File: src/rtl/pkg_dtypes.sv
// Shared datatypes for the exec-unit ALU channels, iqueue opcodes and the
// operand issuer state machine.
package pkg_dtypes;

  localparam int unsigned WORD_WIDTH            = 16;
  localparam int unsigned OPD_ADDR_WIDTH        = 6;
  localparam int unsigned ALU_USE_PIPELINED_ALU = 0;
  localparam int unsigned ISSUER_CNT_W          = 4;

  typedef enum logic [2:0] {
    OPC_ADD,
    OPC_SUB,
    OPC_AND,
    OPC_OR,
    OPC_XOR,
    OPC_NOT,
    OPC_SHL,
    OPC_SHR
  } type_iqueue_opcode;

  typedef struct packed {
    logic [WORD_WIDTH-1:0]     op0_data;
    logic                      op0_valid;
    logic [WORD_WIDTH-1:0]     op1_data;
    logic                      op1_valid;
    logic [OPD_ADDR_WIDTH-1:0] opd_addr;
  } type_alu_channel_rx;

  typedef struct packed {
    logic                      opd_valid;
    logic [OPD_ADDR_WIDTH-1:0] opd_addr;
    logic [WORD_WIDTH-1:0]     opd_data;
  } type_alu_channel_tx;

  typedef enum logic [2:0] {
    ST_IDLE,
    ST_REQ0,
    ST_RSP0,
    ST_REQ1,
    ST_RSP1,
    ST_EXEC,
    ST_WB
  } type_issuer_state;

endpackage

File: src/rtl/issuer_exec_timer.sv
// Execution latency down-counter: load on entry to the exec phase, count
// down while enabled, done once the count reaches zero.
module issuer_exec_timer
  import pkg_dtypes::*;
#(
  parameter int unsigned CNT_W = ISSUER_CNT_W
) (
  input  logic             clk,
  input  logic             reset,
  input  logic             load_i,
  input  logic [CNT_W-1:0] load_val_i,
  input  logic             en_i,
  output logic             done_o
);

  logic [CNT_W-1:0] cnt_q, cnt_d;

  always_comb begin
    cnt_d = cnt_q;
    if (load_i) begin
      cnt_d = load_val_i;
    end else if (en_i && (cnt_q != '0)) begin
      cnt_d = cnt_q - CNT_W'(1);
    end
  end

  always_ff @(posedge clk) begin
    if (reset) begin
      cnt_q <= '0;
    end else begin
      cnt_q <= cnt_d;
    end
  end

  assign done_o = (cnt_q == '0);

endmodule

File: src/rtl/alu_operand_issuer.sv
// Issues one iqueue instruction at a time to the ALU: fetches op0/op1 from the
// operand cache, presents them for the ALU latency and holds the result for writeback.
module alu_operand_issuer
  import pkg_dtypes::*;
#(
  parameter int unsigned DATA_WIDTH        = WORD_WIDTH,
  parameter int unsigned ADDR_WIDTH        = 6,
  parameter int unsigned USE_PIPELINED_ALU = ALU_USE_PIPELINED_ALU,
  parameter int unsigned ALU_PIPE_LATENCY  = 2
) (
  input  logic                  clk,
  input  logic                  reset,
  input  logic                  instr_valid_i,
  output logic                  instr_ready_o,
  input  type_iqueue_opcode     instr_i,
  input  logic [ADDR_WIDTH-1:0] instr_op0_addr_i,
  input  logic [ADDR_WIDTH-1:0] instr_op1_addr_i,
  input  logic [ADDR_WIDTH-1:0] instr_opd_addr_i,
  input  logic                  instr_single_op_i,
  output logic                  rd_req_valid_o,
  input  logic                  rd_req_ready_i,
  output logic [ADDR_WIDTH-1:0] rd_req_addr_o,
  input  logic                  rd_rsp_valid_i,
  input  logic [DATA_WIDTH-1:0] rd_rsp_data_i,
  output type_alu_channel_rx    alu_rx_o,
  input  type_alu_channel_tx    alu_tx_i,
  output type_iqueue_opcode     curr_instr_o,
  output logic                  curr_instr_valid_o,
  output logic                  wb_valid_o,
  input  logic                  wb_ready_i,
  output logic [ADDR_WIDTH-1:0] wb_addr_o,
  output logic [DATA_WIDTH-1:0] wb_data_o
);

  // Counter preload so EXEC lasts exactly load+1 cycles before capture is allowed.
  localparam logic [ISSUER_CNT_W-1:0] EXEC_LOAD =
    (USE_PIPELINED_ALU != 0) ? ISSUER_CNT_W'(ALU_PIPE_LATENCY) : '0;

  type_issuer_state      state_q, state_d;
  type_iqueue_opcode     opcode_q, opcode_d;
  logic [ADDR_WIDTH-1:0] op0_addr_q, op0_addr_d;
  logic [ADDR_WIDTH-1:0] op1_addr_q, op1_addr_d;
  logic [ADDR_WIDTH-1:0] opd_addr_q, opd_addr_d;
  logic                  single_q, single_d;
  logic [DATA_WIDTH-1:0] op0_q, op0_d;
  logic [DATA_WIDTH-1:0] op1_q, op1_d;
  logic [DATA_WIDTH-1:0] wb_data_q, wb_data_d;
  logic                  timer_load;
  logic                  exec_done;

  issuer_exec_timer #(
    .CNT_W(ISSUER_CNT_W)
  ) u_exec_timer (
    .clk       (clk),
    .reset     (reset),
    .load_i    (timer_load),
    .load_val_i(EXEC_LOAD),
    .en_i      (state_q == ST_EXEC),
    .done_o    (exec_done)
  );

  always_comb begin
    state_d            = state_q;
    opcode_d           = opcode_q;
    op0_addr_d         = op0_addr_q;
    op1_addr_d         = op1_addr_q;
    opd_addr_d         = opd_addr_q;
    single_d           = single_q;
    op0_d              = op0_q;
    op1_d              = op1_q;
    wb_data_d          = wb_data_q;
    timer_load         = 1'b0;
    instr_ready_o      = 1'b0;
    rd_req_valid_o     = 1'b0;
    rd_req_addr_o      = '0;
    alu_rx_o           = '0;
    alu_rx_o.op0_data  = op0_q;
    alu_rx_o.op1_data  = op1_q;
    alu_rx_o.opd_addr  = opd_addr_q;
    curr_instr_o       = opcode_q;
    curr_instr_valid_o = 1'b0;
    wb_valid_o         = 1'b0;

    case (state_q)
      ST_IDLE: begin
        instr_ready_o = 1'b1;
        if (instr_valid_i) begin
          opcode_d   = instr_i;
          op0_addr_d = instr_op0_addr_i;
          op1_addr_d = instr_op1_addr_i;
          opd_addr_d = instr_opd_addr_i;
          single_d   = instr_single_op_i;
          state_d    = ST_REQ0;
        end
      end
      ST_REQ0: begin
        rd_req_valid_o = 1'b1;
        rd_req_addr_o  = op0_addr_q;
        if (rd_req_ready_i) state_d = ST_RSP0;
      end
      ST_RSP0: begin
        if (rd_rsp_valid_i) begin
          op0_d = rd_rsp_data_i;
          if (single_q) begin
            op1_d      = '0;
            timer_load = 1'b1;
            state_d    = ST_EXEC;
          end else begin
            state_d = ST_REQ1;
          end
        end
      end
      ST_REQ1: begin
        rd_req_valid_o = 1'b1;
        rd_req_addr_o  = op1_addr_q;
        if (rd_req_ready_i) state_d = ST_RSP1;
      end
      ST_RSP1: begin
        if (rd_rsp_valid_i) begin
          op1_d      = rd_rsp_data_i;
          timer_load = 1'b1;
          state_d    = ST_EXEC;
        end
      end
      ST_EXEC: begin
        alu_rx_o.op0_valid = 1'b1;
        alu_rx_o.op1_valid = 1'b1;
        curr_instr_valid_o = 1'b1;
        // Results tagged for another destination are not ours; keep waiting.
        if (exec_done && alu_tx_i.opd_valid && (alu_tx_i.opd_addr == opd_addr_q)) begin
          wb_data_d = alu_tx_i.opd_data;
          state_d   = ST_WB;
        end
      end
      ST_WB: begin
        wb_valid_o = 1'b1;
        if (wb_ready_i) state_d = ST_IDLE;
      end
      default: state_d = ST_IDLE;
    endcase
  end

  always_ff @(posedge clk) begin
    if (reset) begin
      state_q    <= ST_IDLE;
      opcode_q   <= OPC_ADD;
      op0_addr_q <= '0;
      op1_addr_q <= '0;
      opd_addr_q <= '0;
      single_q   <= 1'b0;
      op0_q      <= '0;
      op1_q      <= '0;
      wb_data_q  <= '0;
    end else begin
      state_q    <= state_d;
      opcode_q   <= opcode_d;
      op0_addr_q <= op0_addr_d;
      op1_addr_q <= op1_addr_d;
      opd_addr_q <= opd_addr_d;
      single_q   <= single_d;
      op0_q      <= op0_d;
      op1_q      <= op1_d;
      wb_data_q  <= wb_data_d;
    end
  end

  assign wb_addr_o = opd_addr_q;
  assign wb_data_o = wb_data_q;

endmodule
File: config.mk
export PLATFORM = sky130hd
export DESIGN_NAME = alu_operand_issuer
export DESIGN_NICKNAME = d
export VERILOG_FILES = /design/src/rtl/pkg_dtypes.sv /design/src/rtl/issuer_exec_timer.sv /design/src/rtl/alu_operand_issuer.sv
export SDC_FILE = /design/constraint.sdc
export NUM_CORES = 1
export LEC_CHECK = 0
export CAP_MARGIN = 25
export CORE_MARGIN = 5
export CORE_UTILIZATION = 42
export CTS_CLUSTER_DIAMETER = 200
export DETAILED_ROUTE_END_ITERATION = 10
export PLACE_DENSITY = 0.8
export SETUP_SLACK_MARGIN = 0.15
export SLEW_MARGIN = 30
export SYNTH_ARGS = -nofsm -noshare
export SYNTH_HDL_FRONTEND = slang
export SYNTH_SLANG_ARGS = --single-unit
File: constraint.sdc
create_clock -name clk -period 2.3 [get_ports clk]
set_clock_uncertainty 0.15 [all_clocks]
set_input_delay 0.46 -clock clk [delete_from_list [all_inputs] [get_ports clk]]
set_output_delay 0.46 -clock clk [all_outputs]
set_load 0.005 [all_outputs]
# == Word level (Yosys, flattened, before mapping) ==
# Cells that the tools add are included.
# classes
addsub,1
n_eq_ne,15
mux,22
n_reduce_logical,14
# op_table
operator,count
$mux W16,3
$pmux W16 S2,1
$mux W3,8
$pmux W3 S7,1
$ne A2 B2 Y1 const B,8
$pmux W6 S2,1
$eq A3 B3 Y1 const B,3
$mux W1,7
$reduce_and A7 Y1,1
$eq A3 B2 Y1 const B,2
$eq A6 B6 Y1,1
$reduce_and A2 Y1,3
$logic_not A4 Y1,1
$reduce_and A4 Y1,1
$reduce_bool A4 Y1,1
$reduce_or A2 Y1,2
$sub A4 B1 Y4 const B,1
$eq A3 B1 Y1 const B,1
$logic_and A1 B1 Y1,3
$logic_not A3 Y1,1
$pmux W1 S2,1
$reduce_bool A2 Y1,1
# totals
reg_bits,77
in_bits,67

# == Longest topological paths before layout ==
# Gate-level depths: netlist of run 1.
# logic_depth
ltp_word,5
depth_mapped,7

# == Cells and area by module ==
# A second synthesis of run 1 with hierarchy kept.
# unflattened
cells_unflattened,392
hier_area_um2,3255.6
# modules_own_cells
module,n_inst,cells_each,area_each_um2
alu_operand_issuer,1,363,2992.9
issuer_exec_timer,1,29,262.8

# == Worst setup path after synthesis of run 1 ==
# No wires, ideal clock.
# synth_path
kind,register to register
start,register u_exec_timer.cnt_q[0]
end,"register wb_data_q[10], in the netlist wb_data_o[10]"
setup_time_ns,0.072
arrival_ns,1.634
setup_slack_ns,0.444
stages_incl_launch_ff,8
n_path_buf,1
synth_period_minus_slack_ns,1.856
cell_sequence,dfxtp_1 inv_1 ha_1 nor3b_2 nand4_2 nor3_4 buf_12 mux2i_1
# synth_via
elab_chain_len,4
# synth_rtl
item,line,source
start: declaration,issuer_exec_timer.sv:16,"logic [CNT_W-1:0] cnt_q, cnt_d;"
start signal: assignment,issuer_exec_timer.sv:31,cnt_q <= cnt_d;
$logic_not A4 Y1,issuer_exec_timer.sv:35,assign done_o = (cnt_q == '0);
$logic_and A1 B1 Y1 (2 in series),alu_operand_issuer.sv:130,if (exec_done && alu_tx_i.opd_valid && (alu_tx_i.opd_addr == opd_addr_q)) begin
$reduce_and A2 Y1 (no line),-,
end signal: assignment,alu_operand_issuer.sv:163,wb_data_q <= wb_data_d;
end: declaration,alu_operand_issuer.sv:47,"logic [DATA_WIDTH-1:0] wb_data_q, wb_data_d;"
# Every way passes these cells.
# A chain may end at the register's enable or synchronous reset.

==> run_results.csv, run 1 <==
group,metric,value,unit
floorplanning,floorplan.initialDensity,0.428,
worst_setup_path,slowest_stage,"dfxtp_4",
cts,cts_buffers,9,
place,placed_cell_area,4750,um^2
logic_synthesis,synthesis.area,3290,um^2
worst_setup_path,cp-start-kind,"flop",
drt,dr.first_iter.drc_count,140,
logic_synthesis,synthAdderAreaFrac,0.00761,
cells_and_area,nFillCells,656,
worst_setup_path,path_cells,"nand3b_1 > inv_2 > buf_4 > buf_4 > dlygate4sd2_1",
sta,slew_violations,0,
logic_synthesis,synth_area_leader_cell,"dfxtp_1",
cells_and_area,layout_common_cells,"129 x clkdlybuf4s50_1, 79 x nand2_1, 74 x dfxtp_1",
logic_synthesis,synth_warnings,0,
sta,period_needed,2.08,ns
logic_synthesis,synthMuxAreaShare,0.0730,
cts,cts_max_path_buffers,2,
logic_synthesis,yosys-top-cells-area,"dfxtp_1 47%, nand2_1 9.0%, mux2i_1 7.3%",
logic_synthesis,synth_compound_area_frac,0.118,
worst_setup_path,crit_top_cell,"buf_4",
drt,viasPerCell,4.88,
worst_setup_path,crit_fanout,8,
cells_and_area,finalNetCount,594,
min_path,hold_path_class,"input pin to flop",
pwr,power_frac_comb,0.300,
logic_synthesis,ys_types,38,
place,routabilityCongestion,0.795,
worst_setup_path,worstPathRequired,1.69,ns
sta,rsz0062_at_grt,"no",
floorplanning,num_io_pins,142,
cells_and_area,multiInputGateArea,1550,um^2
cts,clk-insertion-delay-late,0.33,ns
logic_synthesis,yosysTopAreaCellShare,0.469,
pwr,leakage,1.93,nW
logic_synthesis,synth_top_family_by_area,"simple AND/OR/NAND/NOR gates",
worst_setup_path,crit_family,"buffers and inverters",
pwr,internal_power,2.74,mW
worst_setup_path,max_stage_delay,0.41,ns
cells_and_area,final_common_cell,"clkdlybuf4s50_1",
job,cap_violations,0,
sta,worst_pin_slew,0.725,ns
grt,grt_pass1_wl,14.4,mm
logic_synthesis,syn-instance-count,382,
logic_synthesis,yosys_register_bits,77,
drt,drc,0,
drt,vias,3086,
cells_and_area,fin_area,5080,um^2
sta,setup_tns,0,ns
cells_and_area,area_delta_synth_final,54.6,%
logic_synthesis,synth_fp_nets,451,
cts,htreeDepth,3,
sta,fmax,0.481,GHz
drt,wire_per_inst,14.3,um
cts,cts_root_buf,"clkbuf_8",
sta,post-route-period-util,0.904,
floorplanning,rows,32,
worst_setup_path,end_kind,"output pin",
place,dp_hpwl,6.57,mm
floorplanning,die_area,9700,um^2
sta,slew_headroom,0.515,
cells_and_area,register_area,1550,um^2
pwr,totalPowerFinal,3.89,mW
grt,grt_usage,0.179,
logic_synthesis,synth-simple-area-share,0.244,
cts,clock_sinks,77,
pwr,switching_share,0.297,
run_status,outcome,"complete, no violations",
grt,antenna_found_initial,0,
grt,grt_max_degree,39,
logic_synthesis,synth.avg_cell_area,8.61,um^2
place,io_buffers,141,
logic_synthesis,synth-seq-area-share,0.469,
cells_and_area,antennaDiodeCount,0,
floorplanning,core,7690,um^2
grt,grt_pass1_vias,3050,
cells_and_area,layout-drive-gt1-share,0.0943,
floorplanning,die_width,98.5,um
worst_setup_path,crit_type,"flop to output pin",
drt,dr.pass1.iters,4,
floorplanning,die_h,98.5,um
cts,cts_tree,"done",
pwr,clockPowerShare,0.292,
cts,clk_pin_slew,0.08,ns
worst_setup_path,path_buf_inv,4,
pwr,p_switching,1.16,mW
sta,setup_viol,0,
pwr,irDropWorstVdd,471,uV
grt,grt-ovfl-total,0,
pwr,p_per_area,766,nW/um^2
logic_synthesis,yosys.area_share.xor_xnor,0.0240,
pwr,power_frac_seq,0.407,
drt,ant_nets,0,
sta,hold_viol,0,
drt,drt-total-wl,9.06,mm
worst_setup_path,worstPathArrival,1.47,ns
power groups by stage:
stage	registers, mW	logic (mW)	clock network [mW]
4_1_cts	1.59	1.13	1.17
5_1_grt	1.60	1.28	1.24
6_report	1.59	1.17	1.14
3_3_place_gp	1.61	1.07	0
2_1_floorplan	1.57	0.639	0
3_5_place_dp	1.61	1.09	0
path summary, 6_finish.rpt:
kind / start / to / slack, ns / cells after the start
setup / recovery: state_q[1] / alu_rx_o[23] / 0.22 / 5
hold / removal: reset / state_q[2] / 0.30 / 2
setup reg to reg: state_q[1] / state_q[1] / 0.36 / 6
hold reg to reg: op0_q[11] / op0_q[11] / 0.31 / 2
cell families after synthesis:
group           count (synthesis)
flops                          77
fa+ha+maj                       2
xor+xnor                        9
compound gates                 66
mux                            24
buf+inv                        38
simple gates                  166
flip-flops by register name, summed over array words and instances, names as in the netlist, 3 cells and up:
name                count
op0_q                  16
op1_addr_q              6
state_q                 3
op1_q                  16
wb_data_o              16
curr_instr_o            3
wb_addr_o               6
op0_addr_q              6
u_exec_timer.cnt_q      4
layer usage:
| layer | vias up | global-route usage | share of wire | routed length [um] |
|---|---|---|---|---|
| li1 | 1545 | - | - | - |
| met1 | 1436 | 0.196 | 0.38 | 3480 |
| met2 | 94 | 0.319 | 0.53 | 4760 |
| met3 | 11 | 0.0750 | 0.082 | 747 |
| met4 | 0 | 0.0494 | 0.0084 | 76 |
| met5 | - | 0 | 0 | 0 |
synthesized netlist by cell type:
library cell,n
buf_6,2
o2111ai_1,1
buf_12,1
o21ai_0,3
xnor2_1,7
buf_1,1
or4_1,1
xor2_1,2
clkbuf_1,12
nor2b_1,3
nor2_1,30
ha_1,2
and3b_1,1
nand2_1,79
nand4_1,1
nand3_1,3
nor4b_1,1
nor3b_2,2
inv_1,6
o21ai_1,1
buf_2,8
a21oi_1,40
a21boi_0,1
nor3_4,1
dfxtp_1,77
and4b_1,1
o211ai_1,2
nand4_2,1
a211oi_1,2
buf_4,8
or3b_2,1
nor3_1,2
and2_0,2
a22oi_1,16
or3_1,1
nand2b_1,34
mux2i_1,24
nand3b_1,2
per-stage QoR:
step | instances | utilization | setup slack (ns) | hold slack, ns
after CTS | 626 | 0.653 | 0.150 | 0.267
after global placement | 606 | 0.618 | 0.188 | 0.291
final | 632 | 0.661 | 0.220 | 0.296
after floorplan | 382 | - | 0.444 | 0.286
after global routing | 632 | 0.661 | 0.154 | 0.296
after detailed placement | 606 | 0.618 | 0.0823 | 0.298
final cells by class:
class                   instances  share of cell area
clock buffers                  11              0.0278
clock inverters                 5              0.0165
inverters                       6             0.00443
multi-input cells             267               0.304
flip-flops and latches         77               0.305
well taps                     102              0.0251
repair buffers                164               0.317
timing repair:
| action | CTS | global route |
|---|---|---|
| setup endpoints to repair | 12 | 6 |
| hold buffers | 0 | 0 |
| gates resized for setup | 13 | 7 |
| buffers inserted | 4 | 6 |
| pin swaps | 0 | 0 |
Note: power is estimated with default switching activity, not from simulation.
==> run 2: changes to the inputs <==
--- a/constraint.sdc
+++ b/constraint.sdc
@@ -4,2 +4,2 @@
 set_output_delay 0.46 -clock clk [all_outputs]
-set_load 0.005 [all_outputs]
+set_load 0.02 [all_outputs]
==> run 2 against run 1 <==
Effect of this change:
- via count is 1.8% lower
- utilization is 1.5 points lower
- count of clock-buffer cells in the layout is 1 higher
- largest power group unchanged
- critical path type unchanged
- routed wire length is 2.7% lower
- combinational power is 8% higher
- first-iteration DRC count is 16% lower
- non-clock buffer count is 7 lower
- fmax hardly changed
- global-route usage is 0.080 points higher
- critical path depth is 1 lower
==> run_results.csv, run 2 (same netlist as run 1, synthesis figures left out) <==
group,metric,value,unit
place,dp_hpwl,6.70,mm
sta,fmax,0.481,GHz
sta,worst_pin_slew,0.492,ns
cts,postCtsSetupRepairBufs,0,
cts,clk-insertion-delay-late,0.33,ns
pwr,internal_power,2.59,mW
floorplanning,core,7690,um^2
sta,post-route-period-util,0.904,
pwr,power_frac_comb,0.328,
floorplanning,die_h,98.5,um
grt,grt_pass1_wl,14.3,mm
worst_setup_path,crit_fanout,8,
worst_setup_path,path_cells,"buf_4 > mux2i_1 > nor2_1 > dlygate4sd2_1",
min_path,hold_path_class,"flop to flop",
grt,antenna_found_initial,0,
pwr,irDropWorstVdd,405,uV
drt,viasPerCell,4.85,
sta,setup_viol,0,
floorplanning,num_io_pins,142,
cts,cts_root_buf,"clkbuf_8",
worst_setup_path,max_stage_delay,0.40,ns
cts,cts_buffers,9,
worst_setup_path,slowest_stage,"dfxtp_4",
drt,dr.first_iter.drc_count,117,
grt,grt_pass1_vias,3016,
cells_and_area,finalNetCount,587,
cts,cts_max_path_buffers,2,
worst_setup_path,end_kind,"output pin",
sta,period_needed,2.08,ns
sta,fin_hold_ws,0.306,ns
sta,hold_viol,0,
sta,slew_violations,0,
drt,wire_per_inst,14.1,um
worst_setup_path,path_buf_inv,2,
cts,post_cts_resized,14,
floorplanning,floorplan.initialDensity,0.428,
pwr,switching_share,0.323,
worst_setup_path,cp-start-kind,"flop",
pwr,p_switching,1.24,mW
drt,dr.pass1.iters,4,
cts,htreeDepth,3,
sta,setup_tns,0,ns
worst_setup_path,critical_path.startpoint,"state_q[1]",
grt,use_met2,0.304,
drt,vias,3031,
drt,drt-total-wl,8.82,mm
worst_setup_path,crit_family,"buffers and inverters",
place,routabilityCongestion,0.781,
place,io_buffers,141,
cts,cts_tree,"done",
floorplanning,die_width,98.5,um
cts,clk_pin_slew,0.07,ns
min_path,min_from,"curr_instr_o[2]",
grt,grt-ovfl-total,0,
pwr,leakage,1.81,nW
sta,rsz0062_at_grt,"no",
pwr,clockPowerShare,0.258,
job,cap_violations,0,
cells_and_area,layout-drive-gt1-share,0.0803,
cts,clock_sinks,77,
worst_setup_path,worstPathArrival,1.47,ns
drt,ant_nets,0,
cells_and_area,final_common_cell,"clkdlybuf4s50_1",
cells_and_area,antennaDiodeCount,0,
grt,use_met3,0.0701,
worst_setup_path,crit_type,"flop to output pin",
cells_and_area,layout_common_cells,"128 x clkdlybuf4s50_1, 79 x nand2_1, 74 x dfxtp_1",
pwr,p_per_area,770,nW/um^2
worst_setup_path,r2r_start,"u_exec_timer.cnt_q[0]",
grt,grt_usage,0.180,
grt,grtUsageMet1,0.207,
cells_and_area,area_delta_synth_final,51.0,%
worst_setup_path,worstPathRequired,1.69,ns
sta,slew_headroom,0.672,
pwr,power_frac_seq,0.414,
drt,drc,0,
grt,grt_max_degree,39,
run_status,outcome,"complete, no violations",
floorplanning,rows,32,
cts,cts_hold_buf,0,
floorplanning,die_area,9700,um^2
grt,globalRoute.busiestLayer,"met2",
cells_and_area,nFillCells,682,
==> run 2: power by group through the flow <==
stage / logic, mW / clock network [mW] / registers, mW
2_1_floorplan: 0.705 / 0 / 1.65
3_3_place_gp: 1.26 / 0 / 1.60
3_5_place_dp: 1.29 / 0 / 1.61
4_1_cts: 1.27 / 1.02 / 1.58
5_1_grt: 1.38 / 1.09 / 1.61
6_report: 1.26 / 0.987 / 1.58
==> run 2: layer usage <==
layer / wire (um) / vias to the layer above
met5: 0 / -
met4: 190 / 0
met3: 714 / 16
met2: 4450 / 83
met1: 3460 / 1407
li1: - / 1525
==> run 2: final timing paths <==
path / depth (start not counted) / to / slack (ns)
max: 4 / rd_req_addr_o[1] / 0.22
min: 2 / curr_instr_o[2] / 0.31
max reg2reg: 7 / wb_data_o[11] / 0.43
min reg2reg: 2 / curr_instr_o[2] / 0.31
==> run 2: layout make-up <==
cell class | count | area [um^2] | area share
inverters | 6 | 22.5 | 0.00453
clock buffers | 12 | 145 | 0.0292
multi-input cells | 267 | 1540 | 0.309
flip-flops and latches | 77 | 1550 | 0.312
well taps | 102 | 128 | 0.0257
repair buffers | 157 | 1540 | 0.310
clock inverters | 4 | 47.5 | 0.00957
==> run 2: stage by stage <==
stage / cells / utilization / total power [mW] / cell area (um^2) / setup slack, ns
3_3_place_gp: 609 / 0.623 / 2.86 / 4790 / 0.187
4_1_cts: 625 / 0.647 / 3.86 / 4970 / 0.161
5_1_grt: 625 / 0.646 / 4.07 / 4970 / 0.153
2_1_floorplan: 382 / - / 2.35 / 3290 / 0.444
6_report: 625 / 0.646 / 3.83 / 4970 / 0.220
3_5_place_dp: 609 / 0.623 / 2.89 / 4790 / 0.167
==> run 2: worst min-delay path: cells and delay by family (launching register included) <==
kind / cells / cell delay [ns]
AOI/OAI and AO/OA: 1 / 0.05
DFF: 1 / 0.31
and+or+nand+nor: 1 / 0.05
==> run 3: changes to the inputs <==
SLEW_MARGIN = default   (was 30)
clock period = 2.08 ns   (was 2.3 ns; I/O delays follow)
==> run 3 against run 2 <==
Effect of this change:
- global-route usage decreased by 0.58 points
- clock power increased by 19%
- count of clock-buffer cells in the layout down 3
- hold slack got worse by 0.0011 ns
- flip-flop and latch count is the same
- cell area grew 2.6%
- critical path depth increased by 3
- register-to-register slack got worse by 0.24 ns
- final cell count increased by 1.1%
- largest power group unchanged
- power is 13% higher
- critical path type is now flop to flop
- sequential share of layout area is 0.75 points lower
==> run_results.csv, run 3 (same netlist as run 1, synthesis figures left out) <==
group,metric,value,unit
run_status,outcome,"complete, no violations",
worst_setup_path,max_stage_delay,0.34,ns
cells_and_area,area_delta_synth_final,55.0,%
sta,worst_pin_slew,0.474,ns
worst_setup_path,critical_path.startpoint,"u_exec_timer.cnt_q[0]",
worst_setup_path,slowest_stage,"dfxtp_2",
cts,cts_root_buf,"clkbuf_8",
cells_and_area,final_common_cell,"clkdlybuf4s50_1",
worst_setup_path,end_kind,"flop",
drt,ant_nets,0,
grt,grt-ovfl-total,0,
min_path,min_from,"curr_instr_o[2]",
worst_setup_path,crit_type,"flop to flop",
cts,cts_hold_buf,0,
pwr,p_per_area,845,nW/um^2
sta,setup_viol,0,
worst_setup_path,timing.rr.end,"wb_data_o[10]",
grt,grt_pass1_vias,2976,
place,dp_slack,-0.0283,ns
pwr,leakage,2.25,nW
pwr,irDropWorstVdd,539,uV
floorplanning,floorplan.initialDensity,0.428,
floorplanning,die_area,9700,um^2
cells_and_area,layout-drive-gt1-share,0.125,
sta,fmax,0.530,GHz
cells_and_area,layout_common_cells,"96 x clkdlybuf4s50_1, 79 x nand2_1, 72 x dfxtp_1",
sta,period_needed,1.89,ns
sta,hold_viol,0,
worst_setup_path,r2r_start,"u_exec_timer.cnt_q[0]",
min_path,hold_path_class,"flop to flop",
cts,cts_tree,"done",
worst_setup_path,cp-endpoint,"wb_data_o[10]",
drt,wire_per_inst,14.2,um
worst_setup_path,worstPathRequired,2.21,ns
drt,viasPerCell,4.87,
pwr,totalPowerFinal,4.31,mW
place,io_buffers,141,
grt,grt_usage,0.174,
cts,cts_max_path_buffers,2,
worst_setup_path,r2r_setup_slack,0.19,ns
floorplanning,die_width,98.5,um
floorplanning,num_io_pins,142,
worst_setup_path,crit_family,"simple AND/OR/NAND/NOR gates",
drt,dr.pass1.iters,4,
worst_setup_path,crit_fanout,8,
cells_and_area,nFillCells,649,
drt,drc,0,
place,dp_hpwl,6.51,mm
sta,setup_tns,0,ns
cts,clk_pin_slew,0.09,ns
floorplanning,core,7690,um^2
grt,antenna_found_initial,0,
place,routabilityCongestion,0.802,
worst_setup_path,worstSetupPathDepth,7,
cells_and_area,finalNetCount,594,
sta,timing.final.ws_setup,0.193,ns
worst_setup_path,path_buf_inv,2,
floorplanning,die_h,98.5,um
grt,grt_max_degree,39,
job,cap_violations,0,
drt,drt-total-wl,8.98,mm
cts,clk-insertion-delay-late,0.34,ns
cts,htreeDepth,3,
worst_setup_path,worstPathArrival,2.02,ns
sta,rsz0062_at_grt,"yes",
drt,vias,3079,
sta,post-route-period-util,0.907,
cells_and_area,register_area,1550,um^2
worst_setup_path,cp-start-kind,"flop",
cts,cts_buffers,9,
cells_and_area,antennaDiodeCount,0,
worst_setup_path,r2r_cells,7,
sta,slew_headroom,0.684,
drt,dr.first_iter.drc_count,85,
grt,grt_pass1_wl,13.9,mm
worst_setup_path,path_cells,"inv_2 > ha_2 > nor3b_4 > nand4_2 > nor3_4 > clkbuf_16 > mux2i_1",
cells_and_area,multiInputGateArea,1550,um^2
cts,clock_sinks,77,
sta,slew_violations,0,
floorplanning,rows,32,
-- run 3: metrics by stage --
step                      cells   util  hold WS, ns  cell area [um^2]
after floorplan             382      -        0.286              3290
after global placement      613  0.627        0.291              4820
after detailed placement    613  0.627        0.297              4820
after CTS                   629  0.651        0.308              5000
after global routing        632  0.663        0.322              5100
final                       632  0.663        0.305              5100
-- run 3: cell type report --
cell class,instances,share of cell area
Clock buffer,9,0.0243
Sequential cell,77,0.304
Inverter,6,0.00442
Clock inverter,7,0.0162
Tap cell,102,0.0250
Timing Repair Buffer,164,0.322
Multi-Input combinational cell,267,0.304
-- run 3: worst min path at each step --
stage | to | slack, ns | depth (start not counted)
CTS | curr_instr_o[2] | 0.31 | 2
global placement | op1_addr_q[3] | 0.29 | 2
detailed placement | op0_addr_q[4] | 0.30 | 2
finish | curr_instr_o[2] | 0.30 | 2
global route | op0_q[10] | 0.32 | 2
floorplan | op0_addr_q[0] | 0.29 | 2
-- run 3: report_power, final --
group          total (mW)  switching, mW  leakage (nW)  internal (mW)
logic                1.40          0.750          1.52          0.646
registers            1.74          0.113         0.627           1.63
clock network        1.17          0.599        0.0984          0.573
total                4.31           1.46          2.25           2.85
-- run 3: tightest hold or removal path, cell delays in order, from the launching register on --
cell and delay (ns):
dfxtp_1 0.31, nand2_1 0.05, a21oi_1 0.05
-- run 3: routing by layer --
metal	vias up	GRT usage	wire [um]
met3	16	0.0708	686
met1	1428	0.200	3590
met5	-	0	0
met2	97	0.294	4550
li1	1538	-	-
met4	0	0.0620	160
-- run 3: what timing repair did --
action                                 4_1_cts  5_1_grt
cloned                                       0        1
resized for setup                           54       32
pin swaps                                    0        2
buffers inserted                             0        2
setup endpoints to repair                   24       29
endpoints found under the hold margin        0        0
